`config.mk`:
```
export PLATFORM = sky130hd
export DESIGN_NAME = fifo_sync_param
export DESIGN_NICKNAME = d
export VERILOG_FILES = /design/src/rtl/fifo_sync_param.sv
export SDC_FILE = /design/constraint.sdc
export NUM_CORES = 1
export LEC_CHECK = 0
export BUFFER_PORTS_ARGS = -buffer_cell sky130_fd_sc_hd__buf_2
export CORE_MARGIN = 2
export CORE_UTILIZATION = 60
export DETAILED_ROUTE_END_ITERATION = 10
export PLACE_DENSITY_LB_ADDON = 0.1
export SLEW_MARGIN = 5
export SYNTH_ARGS = -nofsm -noshare
export SYNTH_HDL_FRONTEND = slang
export SYNTH_SLANG_ARGS = --single-unit
```
`constraint.sdc`:
```
create_clock -name clk -period 7.2 [get_ports clk]
set_input_delay 0.36 -clock clk [delete_from_list [all_inputs] [get_ports clk]]
set_output_delay 0.36 -clock clk [all_outputs]
set_load 0.005 [all_outputs]
```
`src/rtl/fifo_sync_param.sv`:
```
// fifo_sync_param
// Single-clock FIFO with configurable width and depth. It buffers operands
// and results between MAC datapath stages. Occupancy, full/empty and
// threshold flags are all registered. The overflow/underflow error flags are
// sticky until reset. flush clears the contents synchronously. FWFT selects
// the read mode: a registered read, or first-word-fall-through.
//
// Ports:
//   clk           rising-edge clock
//   rst           asynchronous active-high reset
//   flush         synchronous clear of contents (priority over WE/RE)
//   WE, Din       write request and write data
//   RE            read request
//   Dout          read data
//   n_full        low when count == DEPTH
//   n_empty       low when count == 0
//   almost_full   count >= AF_THRESH
//   almost_empty  count <= AE_THRESH
//   count         current occupancy
//   overflow      sticky: a write was rejected
//   underflow     sticky: a read was rejected
module fifo_sync_param #(
  parameter int DATA_W    = 64,
  parameter int DEPTH     = 4,
  parameter int AF_THRESH = 3,
  parameter int AE_THRESH = 1,
  parameter int FWFT      = 0
) (
  input  logic                       clk,
  input  logic                       rst,
  input  logic                       flush,
  input  logic                       WE,
  input  logic [DATA_W-1:0]          Din,
  input  logic                       RE,
  output logic [DATA_W-1:0]          Dout,
  output logic                       n_full,
  output logic                       n_empty,
  output logic                       almost_full,
  output logic                       almost_empty,
  output logic [$clog2(DEPTH):0]     count,
  output logic                       overflow,
  output logic                       underflow
);

  localparam int AW = $clog2(DEPTH);
  localparam int CW = AW + 1;
  localparam logic [CW-1:0] DEPTH_C = CW'(DEPTH);
  localparam logic [CW-1:0] AF_C    = CW'(AF_THRESH);
  localparam logic [CW-1:0] AE_C    = CW'(AE_THRESH);

  logic [DATA_W-1:0] mem [DEPTH];
  logic [AW-1:0]     wr_ptr;
  logic [AW-1:0]     rd_ptr;

  logic              rd_acc;
  logic              wr_acc;
  logic [CW-1:0]     count_nxt;

  // A full FIFO still takes a write when a read frees a slot on the same edge.
  always_comb begin
    rd_acc    = RE && n_empty;
    wr_acc    = WE && (n_full || rd_acc);
    count_nxt = count + CW'(wr_acc) - CW'(rd_acc);
    if (flush) begin
      count_nxt = '0;
    end
  end

  // ---- control / status register stage ----
  // Each flag comes from count_nxt, so it changes on the same edge as count.
  always_ff @(posedge clk or posedge rst) begin
    if (rst) begin
      wr_ptr       <= '0;
      rd_ptr       <= '0;
      count        <= '0;
      n_full       <= 1'b1;
      n_empty      <= 1'b0;
      almost_full  <= 1'b0;
      almost_empty <= 1'b1;
      overflow     <= 1'b0;
      underflow    <= 1'b0;
    end else begin
      count        <= count_nxt;
      n_full       <= (count_nxt != DEPTH_C);
      n_empty      <= (count_nxt != '0);
      almost_full  <= (count_nxt >= AF_C);
      almost_empty <= (count_nxt <= AE_C);
      if (flush) begin
        wr_ptr <= '0;
        rd_ptr <= '0;
      end else begin
        // Pointer width equals log2(DEPTH), so the pointers wrap on their own.
        if (wr_acc) wr_ptr <= wr_ptr + AW'(1);
        if (rd_acc) rd_ptr <= rd_ptr + AW'(1);
        if (WE && !wr_acc) overflow  <= 1'b1;
        if (RE && !rd_acc) underflow <= 1'b1;
      end
    end
  end

  // ---- storage stage ----
  // The memory is not reset. Its contents are meaningless until written.
  always_ff @(posedge clk) begin
    if (!flush && wr_acc) begin
      mem[wr_ptr] <= Din;
    end
  end

  // ---- read data stage ----
  generate
    if (FWFT != 0) begin : g_fwft
      // The head word is shown while the FIFO holds data. n_empty is a
      // register, so RE and WE have no combinational path to Dout.
      assign Dout = n_empty ? mem[rd_ptr] : '0;
    end else begin : g_reg
      logic [DATA_W-1:0] dout_p1;
      always_ff @(posedge clk or posedge rst) begin
        if (rst) begin
          dout_p1 <= '0;
        end else if (!flush && rd_acc) begin
          dout_p1 <= mem[rd_ptr];
        end
      end
      assign Dout = dout_p1;
    end
  endgenerate

endmodule
```
==> impl_results.md <==
* Syn_nets at 751
* CP Cell Sequence: a21oi_1, nor2b_1, inv_1, ha_1, inv_1, ha_1, inv_1, fa_1, xnor3_1, nor2_1, o21ai_0
* RSZ-0062 raised after global routing: no
* Share of post-route cells with drive strength above 1 at 0.260
* CP Buf/Inv Count at 3
* Initial Utilization at 0.613
* Minimum hold slack at 65.5 ps
* CP startpoint kind: register
* CTS max path bufs at 3
* PortBufs at 141
* Pleak at 5.24 nW
* First-pass GRT wire length at 37.4 mm
* Crit path DAT at 2910 ps
* Clock transition at path regs at 60 ps
* Slowest stage delay, CP at 490 ps
* Post-route minimum period at 2500 ps
* Total grt overflow at 0
* Clock Skew at 15.7 ps
* Placed cell count at 1,055
* Post-DP HPWL at 12.8 mm
* Max Fclk at 0.400 GHz
* Resize count post-CTS at 0
* Num rows at 52
* Mapped Avg Cell Area at 18.4 um2
* Total chip power at 5.17 mW
* Top cells by count, synth: edfxtp_1, mux2i_1, dfrtp_1
* Critical Path RT at 7600 ps
* H-tree levels at 2
* Die Area at 21,800 um2
* Area Overhead vs Synth at 16.5%
* Critical path endpoint category: register
* Post-synthesis cell type count at 33
* Leading area contributor after synthesis: edfxtp_1
* Final Util at 0.715
* Max-cap violations at 0
* Root Buffer: clkbuf_16
* Setup violators final at 0
* Post-synth EDFFs at 256
* Core area at 20,200 um2
* Die X at 148 um
* Worst path top cell family by delay: adder cells
* Worst min path class: in -> reg
* Post-synth top area share at 0.620
* Max_slew headroom at 0.303
* Synthesized area at 12,400 um2
* Asr flop ratio synth at 0.231
* Synth top area cells: edfxtp_1, dfrtp_1, mux2i_1, o221ai_1, nand2_1
* Die Height at 148 um
* Num CTS Buffers at 34
* Crit path max fanout at 8
* Setup TNS Final at 0 ps
* Gp weighted congestion at 0.735
* Total GRT Usage at 0.226
* Post-route ant nets at 0
* Clk sinks at 333
* Worst slew pin tran at 1050 ps
* Slowest cell on crit path: dfrtp_1
* Cell with the most instances after synthesis: edfxtp_1
* First-iteration detailed-routing DRC count at 412
* Pwr dens at 357 nW/um2
* Clock latency on the worst-skew pair at 500 ps
* Hold depth at 1
* Status: finished, final reports clean
* CTS tree: built
* Slew Limit Fails at 0
* Top-Level Pins at 142
* Period utilization at 0.347
* Detailed-route vias per instance at 5.77
* Yosys warnings at 0
* Final wirelength at 23.9 mm
* Worst reg2reg path depth at 11
* Via count at 6,433
* Diodes inserted at 0
* Final Hold Vio Count at 0
* Post-CTS Hold Buffers at 1
* Initial antenna violation count at 2
* Setup Crit Path Kind: reg -> reg
* Most used cell, CP: inv_1
* Synthesized flop and latch total at 333
* Largest net degree at the start of global routing at 65
* Gate Count Post-Synth at 675
* Main flop type after synthesis: edfxtp_1
* WL per Instance at 21.5 um
* Maximum vdd drop at 0.000214 V
* DRC errors left at 0
* Total setup buffers inserted after CTS at 0
* Vias in the first global route at 6,950
* # fillers at 1,259
* Fin nets at 898
* Number of cells on the critical path at 11
* DRT Pass-1 Iters at 5
* Layout Cells excl Fill at 1,115
* Seq/Total Area, Yosys at 0.775
## state kept, by name, summed over array words and instances, names as in the netlist
| name | flops |
|---|---|
| mem | 256 |
| wr_ptr | 2 |
| Dout | 64 |
| almost_full | 1 |
| rd_ptr | 2 |
| almost_empty | 1 |
| n_full | 1 |
| n_empty | 1 |
| overflow | 1 |
| count | 3 |
| underflow | 1 |
## metrics by stage
step	area, um2	worst slack (ps)
final	14500	4700
after global routing	14500	4480
after CTS	14500	4710
after detailed placement	13200	4720
after global placement	13200	4830
after floorplan	12400	4340
## cell type report
type,count,area (um2),share of cell area
clock buffers,40,937,0.0648
clock inverters,19,302,0.0209
inverters,8,31.3,0.00216
multi-input cells,297,2470,0.171
flip-flops and latches,333,9620,0.665
well taps,270,338,0.0234
repair buffers,148,761,0.0526
## report_power, final
part | leakage (nW) | switching [mW] | internal [mW]
logic | 1.35 | 0.400 | 0.347
registers | 3.28 | 0.158 | 2.35
clock network | 0.606 | 0.692 | 1.22
## routing by layer
layer	up-vias	share of wire	track usage
met3	36	0.053	0.0488
met4	2	0.020	0.0635
met2	174	0.53	0.401
met1	3290	0.40	0.282
met5	-	0.00046	0
li1	2931	-	-
## placed cells by master (no fill, tap or decap), types with 4 or more instances in the layout
cell type / netlist / final
buf_2: 3 / 141
ha_1: 6 / 6
inv_1: 8 / 7
nand2_1: 66 / 66
clkbuf_16: 0 / 37
clkinv_2: 0 / 6
bufinv_16: 0 / 8
dfrtp_1: 75 / 74
edfxtp_1: 256 / 256
mux2i_1: 129 / 129
buf_4: 13 / 6
and2_4: 0 / 4
o221ai_2: 6 / 6
nor2_1: 7 / 7
o221ai_1: 58 / 58
## path summary, 6_finish.rpt
kind,startpoint,endpoint,slack (ps)
worst max-delay path,n_empty$_DFF_PP0_,n_full$_DFF_PP1_,4700
worst min-delay path,Din[55],mem[3][55]$_DFFE_PP_,70
worst max register to register,n_empty$_DFF_PP0_,n_full$_DFF_PP1_,4700
worst min register to register,underflow$_DFFE_PP0P_,underflow$_DFFE_PP0P_,470
max in group asynchronous,rst,Dout[13]$_DFFE_PP0P_,5600
min in group asynchronous,rst,Dout[62]$_DFFE_PP0P_,440
## logic make-up (layout without fill, tap and decap cells)
family	Yosys count	in the layout	synth area share
muxes	130	130	0.105
DFF	333	333	0.775
and+or+nand+nor	87	87	0.0310
xor gates and xnor gates	3	3	0.00323
adders and majority gates	7	7	0.00766
buffers and inverters	45	215	0.0266
AOI/OAI and AO/OA	70	70	0.0514
## worst register-to-register path: cells and delay by family (launching register included)
| family | cells | cell delay [ps] |
|---|---|---|
| DFF | 1 | 490 |
| xor gates and xnor gates | 1 | 210 |
| AOI/OAI and AO/OA | 2 | 300 |
| adders and majority gates | 3 | 770 |
| buffers and inverters | 3 | 170 |
| and+or+nand+nor | 2 | 480 |
(Power assumes the default switching activity.)
